**config.mk**
```make
export PLATFORM = sky130hd
export DESIGN_NAME = frog_motion_ctrl
export DESIGN_NICKNAME = d
export VERILOG_FILES = /design/src/rtl/frog_motion_ctrl.sv
export SDC_FILE = /design/constraint.sdc
export NUM_CORES = 1
export LEC_CHECK = 0
export BUFFER_PORTS_ARGS = -buffer_cell sky130_fd_sc_hd__buf_4
export CELL_PAD_IN_SITES_DETAIL_PLACEMENT = 1
export CELL_PAD_IN_SITES_GLOBAL_PLACEMENT = 1
export CORE_MARGIN = 1
export CORE_UTILIZATION = 45
export CTS_CLUSTER_DIAMETER = 100
export DETAILED_ROUTE_END_ITERATION = 12
export GPL_ROUTABILITY_DRIVEN = 0
export PLACE_DENSITY_LB_ADDON = 0.1
export SYNTH_ARGS = -nofsm -noshare
export SYNTH_HDL_FRONTEND = slang
export SYNTH_SLANG_ARGS = --single-unit
```
**constraint.sdc**
```tcl
create_clock -name i_Clk -period 2.92 [get_ports i_Clk]
set_input_delay 0.438 -clock i_Clk [delete_from_list [all_inputs] [get_ports i_Clk]]
set_output_delay 0.438 -clock i_Clk [all_outputs]
set_load 0.03 [all_outputs]
```
**src/rtl/frog_motion_ctrl.sv**
```systemverilog
// Frog position, lives, score and death/respawn sequencing.
// Ports: i_Clk, i_Rst (async, active high), i_Up/Down/Left/Right buttons,
//   i_Hit collision level, i_Restart; o_Frog_X/Y pixel position,
//   o_Dying, o_Win pulse, o_Game_Over, o_Lives, o_Score.
module frog_motion_ctrl #(
  parameter int GRID         = 32,
  parameter int COLS         = 20,
  parameter int ROWS         = 15,
  parameter int START_COL    = 10,
  parameter int START_ROW    = 14,
  parameter int LIVES        = 3,
  parameter int DEATH_CYCLES = 1000000
) (
  input  logic       i_Clk,
  input  logic       i_Rst,
  input  logic       i_Up,
  input  logic       i_Down,
  input  logic       i_Left,
  input  logic       i_Right,
  input  logic       i_Hit,
  input  logic       i_Restart,
  output logic [9:0] o_Frog_X,
  output logic [9:0] o_Frog_Y,
  output logic       o_Dying,
  output logic       o_Win,
  output logic       o_Game_Over,
  output logic [2:0] o_Lives,
  output logic [7:0] o_Score
);

  typedef enum logic [1:0] {
    ALIVE,
    DYING,
    GAME_OVER
  } state_t;

  localparam logic [9:0]  X0      = 10'(START_COL * GRID);
  localparam logic [9:0]  Y0      = 10'(START_ROW * GRID);
  localparam logic [9:0]  GR      = 10'(GRID);
  localparam logic [4:0]  C0      = 5'(START_COL);
  localparam logic [3:0]  R0      = 4'(START_ROW);
  localparam logic [4:0]  COL_MAX = 5'(COLS - 1);
  localparam logic [3:0]  ROW_MAX = 4'(ROWS - 1);
  localparam logic [2:0]  LIV     = 3'(LIVES);
  localparam logic [19:0] CNT_END = 20'(DEATH_CYCLES - 1);

  state_t      r_state;
  logic [4:0]  r_col;
  logic [3:0]  r_row;
  logic [9:0]  r_x;
  logic [9:0]  r_y;
  logic [19:0] r_cnt;
  logic [2:0]  r_lives;
  logic [7:0]  r_score;
  logic        r_dying;
  logic        r_win;
  logic        r_go;
  logic        r_up_q;
  logic        r_dn_q;
  logic        r_lt_q;
  logic        r_rt_q;

  logic w_up;
  logic w_dn;
  logic w_lt;
  logic w_rt;

  assign w_up = i_Up & ~r_up_q;
  assign w_dn = i_Down & ~r_dn_q;
  assign w_lt = i_Left & ~r_lt_q;
  assign w_rt = i_Right & ~r_rt_q;

  always_ff @(posedge i_Clk or posedge i_Rst) begin
    if (i_Rst) begin
      r_state <= ALIVE;
      r_col   <= C0;
      r_row   <= R0;
      r_x     <= X0;
      r_y     <= Y0;
      r_cnt   <= '0;
      r_lives <= LIV;
      r_score <= '0;
      r_dying <= 1'b0;
      r_win   <= 1'b0;
      r_go    <= 1'b0;
      r_up_q  <= 1'b0;
      r_dn_q  <= 1'b0;
      r_lt_q  <= 1'b0;
      r_rt_q  <= 1'b0;
    end else begin
      // History tracks in every state so a held button never re-fires.
      r_up_q <= i_Up;
      r_dn_q <= i_Down;
      r_lt_q <= i_Left;
      r_rt_q <= i_Right;
      r_win  <= 1'b0;
      case (r_state)
        ALIVE: begin
          if (i_Hit) begin
            r_state <= DYING;
            r_dying <= 1'b1;
            r_lives <= r_lives - 3'd1;
            r_cnt   <= '0;
          end else if (r_row == 4'd0) begin
            // Row 0 is only held for the win-pulse cycle.
            r_col <= C0;
            r_row <= R0;
            r_x   <= X0;
            r_y   <= Y0;
          end else if (w_up) begin
            r_row <= r_row - 4'd1;
            r_y   <= r_y - GR;
            if (r_row == 4'd1) begin
              r_win <= 1'b1;
              if (r_score != 8'hFF) r_score <= r_score + 8'd1;
            end
          end else if (w_dn) begin
            if (r_row != ROW_MAX) begin
              r_row <= r_row + 4'd1;
              r_y   <= r_y + GR;
            end
          end else if (w_lt) begin
            if (r_col != 5'd0) begin
              r_col <= r_col - 5'd1;
              r_x   <= r_x - GR;
            end
          end else if (w_rt) begin
            if (r_col != COL_MAX) begin
              r_col <= r_col + 5'd1;
              r_x   <= r_x + GR;
            end
          end
        end
        DYING: begin
          if (r_cnt == CNT_END) begin
            r_dying <= 1'b0;
            if (r_lives == 3'd0) begin
              r_state <= GAME_OVER;
              r_go    <= 1'b1;
            end else begin
              r_state <= ALIVE;
              r_col   <= C0;
              r_row   <= R0;
              r_x     <= X0;
              r_y     <= Y0;
            end
          end else begin
            r_cnt <= r_cnt + 20'd1;
          end
        end
        GAME_OVER: begin
          if (i_Restart) begin
            r_state <= ALIVE;
            r_go    <= 1'b0;
            r_lives <= LIV;
            r_score <= '0;
            r_col   <= C0;
            r_row   <= R0;
            r_x     <= X0;
            r_y     <= Y0;
          end
        end
        default: r_state <= ALIVE;
      endcase
    end
  end

  assign o_Frog_X    = r_x;
  assign o_Frog_Y    = r_y;
  assign o_Dying     = r_dying;
  assign o_Win       = r_win;
  assign o_Game_Over = r_go;
  assign o_Lives     = r_lives;
  assign o_Score     = r_score;

endmodule

```
==> reports/results.tsv, run 1 <==
stage	metric	value	unit
sta	Hold Vio Cnt, Final	0	
clocking	H-tree Lvls	3	
setup_path	worst reg2reg setup slack	0.49	ns
global_route	met3 usage	0.06158	
floorplanning	Die H	92.45	um
pwr	switching portion of total power	0.4581	
pwr	Comb power frac	0.498	
clocking	post-CTS setup buffers	0	
cells_and_area	fin nets	463	
cells_and_area	area delta synth->final	14.89	%
clocking	Resize count post-CTS	0	
synthesis	commonest cells in the netlist	dfrtp_1 (47), nand2_1 (31), o21ai_0 (28), nor2_1 (23), nand3_1 (21)	
synthesis	EDFF count, synth	0	
worst_hold_path	hold endpoint	r_rt_q	
cells_and_area	diode count	0	
setup_path	r2r startpoint	r_cnt[0]	
detailed_routing	Detail Route Antenna Nets	0	
worst_hold_path	min-delay worst type	input port to flip-flop	
synthesis	FFs w/ async S/R, synth	1.000	
setup_path	CP peak stage delay	0.91	ns
global_route	Tot GR Track Use	0.2515	
place	number of I/O port buffers	31	
synthesis	Mapped Cells	404	
clocking	sinks on the clock net	59	
floorplanning	Die X-Extent	92.45	um
synthesis	Seq/Total Area, Yosys	0.4052	
synthesis	leading area contributor after synthesis	dfrtp_1	
cells_and_area	share of post-route cells with drive strength above 1	0.1757	
sta	setup_tns	0	ns
setup_path	R2R depth	6	
clocking	CTS tree	yes	
synthesis	synth top area cells	dfrtp_1 (32%), dfstp_2 (8.6%), ha_1 (5.1%)	
floorplanning	Core Region	7807	um^2
pwr	Reg power frac	0.314	
setup_path	CP endpoint kind	flip-flop	
floorplanning	IO Pins	42	
global_route	largest net degree at the start of global routing	60	
synthesis	Yosys warning count	0	
clocking	clock latency on the worst-skew pair	0.34	ns
global_route	GRT met2 Usage	0.3975	
setup_path	Crit path top cell by count	o31ai_1	
clocking	Worst-path clk slew	0.07	ns
detailed_routing	Initial DRC Count	81	
clocking	CTS buffer count	9	
pwr	Internal Pwr Total	2348	uW
global_route	grt ovf	0	
place	pre-CTS setup slack	0.5023	ns
global_route	initial antenna violation count	0	
synthesis	top_reg_cell synth	dfrtp_1	
global_route	vias in the first global route	3305	
synthesis	Post-Syn Area	3681	um^2
synthesis	synthesized area per cell	9.111	um^2
global_route	met1 Use GR	0.3368	
sta	final setup fails	0	
detailed_routing	drt wl/cell	18.08	um
worst_hold_path	Worst Hold Launch	i_Right	
synthesis	Yosys top cell area share	0.3195	
global_route	first-pass GRT wire length	16.68	mm
sta	Period Utilization, post-route	0.8307	
clocking	root buf cell	clkbuf_8	
pwr	Static Leakage	0.001774	uW
sta	clock skew	0.006405	ns
setup_path	worst path cell trace	ha_1 -> and3_1 -> nand3_1 -> o31ai_1 -> o21ai_0 -> o31ai_1	
setup_path	CP max FO	9	
sta	final worst slack	0.4943	ns
setup_path	WS Path Type	flip-flop to flip-flop	
detailed_routing	final wirelength	9.869	mm
setup_path	Critical Path Start Type	flip-flop	
sta	slew margin rel.	0.2830	
detailed_routing	routed vias	3285	
detailed_routing	DRC errors left	0	
sta	Tmin final	2.426	ns
place	dpl hpwl	6.850	mm
outcome	status	completed	
floorplanning	initial core utilization	0.4715	
detailed_routing	vias per cell	6.016	
flow_run	Max Cap Viol	0	
synthesis	Unique masters post-synth	63	
floorplanning	Die ar.	8546	um^2
setup_path	crit path launch	r_cnt[0]	
cells_and_area	fill count	927	
sta	RSZ-0062 raised after global routing	no	
worst_hold_path	hold path depth	1	
sta	Slew @ Worst Pin	1.066	ns
floorplanning	site row count	32	
synthesis	flop and latch count out of synthesis	59	
synthesis	most common cell in the netlist	dfrtp_1	
clocking	post-cts hold buffer count	0	
setup_path	Crit path arrival time	2.67	ns
sta	Highest Clock Rate	0.4123	GHz
setup_path	CP max stage cell	o31ai_1	
sta	Max Slew Vio Count	0	
clocking	Longest Clk Path Bufs	2	
global_route	grt peak-use layer	met2	
pwr	power share of the clock group	0.188	
pwr	Pwr Density	1025	nW/um^2
detailed_routing	TritonRoute pass-1 iters	4	
pwr	Psw	1985	uW
setup_path	worst r2r dst	r_cnt[6]	
setup_path	required time worst endpoint	3.16	ns
pwr	maximum VDD drop	421.7	uV
-- kinds of logic (layout without fill, tap and decap cells) --
family | count (synthesis) | in the layout | share of synthesized area
xor+xnor | 9 | 9 | 0.02142
simple gates | 145 | 145 | 0.2169
compound gates | 126 | 126 | 0.2325
other cells | 1 | 10 | 0.001019
buf+inv | 43 | 74 | 0.05472
flops | 59 | 59 | 0.4052
mux | 6 | 6 | 0.01733
fa+ha+maj | 15 | 15 | 0.05099
-- stage by stage --
step / total power, uW / cells / cell area, um^2 / hold slack, ns / utilization
2_1_floorplan: 2805 / 413 / 3715 / 0.4670 / -
3_3_place_gp: 3418 / 531 / 4016 / 0.4950 / 0.5144
3_5_place_dp: 3505 / 531 / 4016 / 0.4987 / 0.5144
4_1_cts: 4364 / 546 / 4229 / 0.1903 / 0.5417
5_1_grt: 4670 / 546 / 4229 / 0.1826 / 0.5417
6_report: 4333 / 546 / 4229 / 0.2110 / 0.5417
-- per-layer routing --
layer  share of wire  routed length, um  vias up
met3           0.038                372       18
li1                -                  -     1565
met1            0.47               4634     1641
met4           0.014                140        0
met2            0.48               4721       61
met5               0                  0        -
-- power by group through the flow --
| stage | clock [uW] | combinational [uW] | sequential (uW) |
|---|---|---|---|
| floorplan | 0 | 1310 | 1500 |
| global placement | 0 | 2070 | 1350 |
| detailed placement | 0 | 2140 | 1360 |
| CTS | 843 | 2170 | 1360 |
| global route | 872 | 2400 | 1400 |
| finish | 815 | 2160 | 1360 |
-- flip-flops by register name, indices dropped and copies added, names as in the netlist --
name,flops
r_row,4
o_Game_Over,1
r_dn_q,1
r_lt_q,1
o_Dying,1
o_Lives,3
o_Score,8
o_Win,1
r_up_q,1
r_cnt,20
r_state,2
o_Frog_X,5
r_rt_q,1
r_col,5
o_Frog_Y,5
-- worst max-delay path: cells and delay by family (launching register included) --
family | cells | cell delay, ns
AOI/OAI and AO/OA | 3 | 1.24
DFF | 1 | 0.42
and+or+nand+nor | 2 | 0.42
adders and majority gates | 1 | 0.24
-- area by class of cell --
cell class	instances	area, um^2	share of cell area
flip-flops and latches	59	1491	0.3527
clock buffers	14	182.7	0.04320
inverters	18	67.56	0.01598
repair buffers	41	307.8	0.07278
clock inverters	1	30.03	0.007101
multi-input cells	311	2022	0.4781
well taps	102	127.6	0.03018
-- placed cells by master (no fill, tap or decap), types with 4 or more instances in the layout --
cell type,synthesis,final
nand3_1,21,21
or3_1,5,5
nand2_1,31,31
conb_1,1,10
and3_1,5,5
ha_1,15,15
dfstp_2,12,12
dfrtp_1,47,47
o31ai_1,12,12
nand4_1,9,9
nand2b_1,12,12
o211ai_1,5,5
nor2b_1,6,6
o21ai_0,28,28
a211oi_1,4,4
xnor2_1,7,7
buf_4,10,41
nor2_1,23,23
a21oi_1,18,18
inv_1,18,17
o31a_1,4,4
nor3_1,12,12
nor4_1,4,4
clkbuf_8,0,13
a31oi_1,20,20
-- how the worst max path moves through the flow --
stage	to	slack, ns	depth (start not counted)
after floorplan	o_Frog_X[5]	0.54	7
after global placement	o_Frog_X[5]	0.54	6
after detailed placement	r_cnt[6]	0.50	6
after CTS	r_cnt[6]	0.48	6
after global routing	r_cnt[6]	0.27	6
final	r_cnt[6]	0.49	6
No activity file was read; power rests on OpenSTA's default activity.
==> run 2, diff against run 1 <==
==> constraint.sdc (replaced) <==
create_clock -name i_Clk -period 2.5 [get_ports i_Clk]
set_input_delay 0.375 -clock i_Clk [delete_from_list [all_inputs] [get_ports i_Clk]]
set_output_delay 0.375 -clock i_Clk [all_outputs]
set_load 0.03 [all_outputs]
==> run 2 against run 1 <==
Net effect:
- via count up 1.6%
- wire length grew 2.3%
- sequential share of layout area is 1.1 points lower
- clock power increased by 40%
- die area is the same
- critical endpoint is now o_Score[5]
==> reports/results.tsv, run 2 (synthesis results as in run 1) <==
stage	metric	value	unit	change
clocking	CTS buffer count	9		unchanged
sta	Hold Vio Cnt, Final	0		unchanged
global_route	Tot GR Track Use	0.2554		+0.003877
detailed_routing	metal2 WL	4.892	mm	+3.6%
cells_and_area	fin nets	472		+1.9%
sta	slew margin rel.	0.4924		+0.2093
detailed_routing	M1 wire length	4.739	mm	+2.3%
sta	Highest Clock Rate	0.4244	GHz	+2.9%
floorplanning	Die X-Extent	92.45	um	unchanged
detailed_routing	final wirelength	10.10	mm	+2.3%
place	number of I/O port buffers	31		unchanged
cells_and_area	max reg flops	20		unchanged
detailed_routing	DRC errors left	0		unchanged
sta	clock skew	0.006570	ns	+0.0001657 ns
floorplanning	IO Pins	42		unchanged
place	Placed Cells incl. Taps	540		+1.7%
clocking	sinks on the clock net	59		unchanged
floorplanning	initial core utilization	0.4715		unchanged
pwr	overall power	5317	uW	+23%
place	dpl hpwl	6.961	mm	+1.6%
global_route	initial antenna violation count	0		unchanged
clocking	clock latency on the worst-skew pair	0.35	ns	about the same
cells_and_area	Layout Cells excl Fill	556		+1.8%
sta	setup_tns	0	ns	unchanged
pwr	Internal Pwr Total	2978	uW	+27%
cells_and_area	Layout Utilization	0.5585		+0.01683
setup_path	Crit path arrival time	2.59	ns	-0.08 ns
clocking	H-tree Lvls	3		unchanged
sta	Tmin final	2.356	ns	-0.06939 ns
clocking	Worst-path clk slew	0.07	ns	about the same
detailed_routing	met3 WL	306	um	-18%
floorplanning	site row count	32		unchanged
cells_and_area	Reg with most FFs	r_cnt		
setup_path	worst reg2reg setup slack	0.14	ns	-0.35 ns
detailed_routing	TritonRoute pass-1 iters	4		unchanged
setup_path	CP endpoint kind	flip-flop		
pwr	Static Leakage	0.001848	uW	+4.2%
setup_path	Critical Path Start Type	flip-flop		
flow_run	Max Cap Viol	0		unchanged
detailed_routing	Initial DRC Count	84		+3.7%
pwr	power share of the clock group	0.215		+0.027
pwr	Pwr Density	1219	nW/um^2	+19%
setup_path	WS Path Type	flip-flop to flip-flop		
clocking	Longest Clk Path Bufs	2		unchanged
detailed_routing	drt wl/cell	18.16	um	+0.45%
cells_and_area	commonest non-fill, non-tap cell in the layout	buf_4		
cells_and_area	fill count	903		-2.6%
setup_path	required time worst endpoint	2.74	ns	-0.42 ns
global_route	largest net degree at the start of global routing	38		-37%
clocking	root buf cell	clkbuf_8		
cells_and_area	commonest non-fill, non-tap cells in the layout	buf_4 (49), dfrtp_1 (47), nand2_1 (31)		
cells_and_area	share of post-route cells with drive strength above 1	0.1982		+0.02256
floorplanning	Core Region	7807	um^2	unchanged
global_route	first-pass GRT wire length	17.13	mm	+2.6%
outcome	status	completed		
global_route	vias in the first global route	3485		+5.4%
sta	RSZ-0062 raised after global routing	no		
sta	Slew @ Worst Pin	0.7545	ns	-0.3119 ns
sta	Max Slew Vio Count	0		unchanged
worst_hold_path	min-delay worst type	input port to asynchronous set/reset pin		
pwr	Reg power frac	0.297		-0.017
detailed_routing	Detail Route Antenna Nets	0		unchanged
global_route	grt ovf	0		unchanged
pwr	maximum VDD drop	464.3	uV	+10%
pwr	Comb power frac	0.488		-0.010
cells_and_area	diode count	0		unchanged
clocking	post-CTS setup buffers	0		unchanged
sta	Hold Slack	0.06241	ns	-0.1486 ns
detailed_routing	vias per cell	6.000		-0.27%
pwr	switching portion of total power	0.4398		-0.01830
cells_and_area	area delta synth->final	18.46	%	
floorplanning	Die H	92.45	um	unchanged
floorplanning	Die ar.	8546	um^2	unchanged
pwr	Psw	2338	uW	+18%
setup_path	CP max FO	5		-4
detailed_routing	routed vias	3336		+1.6%
clocking	CTS tree	yes		
sta	Period Utilization, post-route	0.9425		+0.1118
detailed_routing	top layer in use	met4		
sta	final setup fails	0		unchanged
[run 2: metrics by stage]
| step | worst slack (ns) | instance area [um^2] |
|---|---|---|
| after global placement | 0.2085 | 4096 |
| after floorplan | 0.1164 | 3715 |
| after CTS | 0.1264 | 4357 |
| after detailed placement | 0.1391 | 4096 |
| final | 0.1437 | 4360 |
| after global routing | 0.006712 | 4360 |
[run 2: what timing repair did]
item | in CTS | in global routing
endpoints found under the setup margin | 0 | 2
resized for setup | 0 | 2
endpoints found under the hold margin | 0 | 0
hold buffers | 0 | 0
[run 2: layer usage]
layer,GRT usage,up-vias
met5,0,-
met4,0.1055,0
met3,0.03777,14
met2,0.4290,58
met1,0.3279,1672
li1,-,1592
[run 2: power by group through the flow]
stage               sequential [uW]  clock (uW)  combinational [uW]
finish                         1580        1140                2590
global placement               1570           0                2490
floorplan                      1750           0                1530
detailed placement             1590           0                2560
global route                   1630        1200                2860
CTS                            1580        1170                2590
[run 2: critical path: stages (launching register included)]
cell,delay (ns)
dfstp_2,0.58
inv_1,0.09
ha_1,0.23
nor3b_1,0.31
nand2_1,0.14
o21ai_0,0.36
nand3_1,0.20
o41ai_1,0.34
[run 2: final timing paths]
check / from / endpoint / depth (start not counted)
max in group asynchronous: i_Rst / o_Lives[0] / 3
worst max-delay path: r_row[1] / o_Score[5] / 7
worst min register to register: o_Frog_X[9] / o_Frog_X[9] / 1
min in group i_Clk: i_Down / r_dn_q / 1
worst min-delay path: i_Rst / r_col[0] / 2
worst max register to register: r_row[1] / o_Score[5] / 7
[run 2: cell type report]
cell class	instances	area, um^2	area share
inverters	18	67.56	0.01549
repair buffers	50	387.9	0.08895
multi-input cells	311	2026	0.4646
clock inverters	4	95.09	0.02181
flip-flops and latches	59	1491	0.3420
clock buffers	12	165.2	0.03788
well taps	102	127.6	0.02927
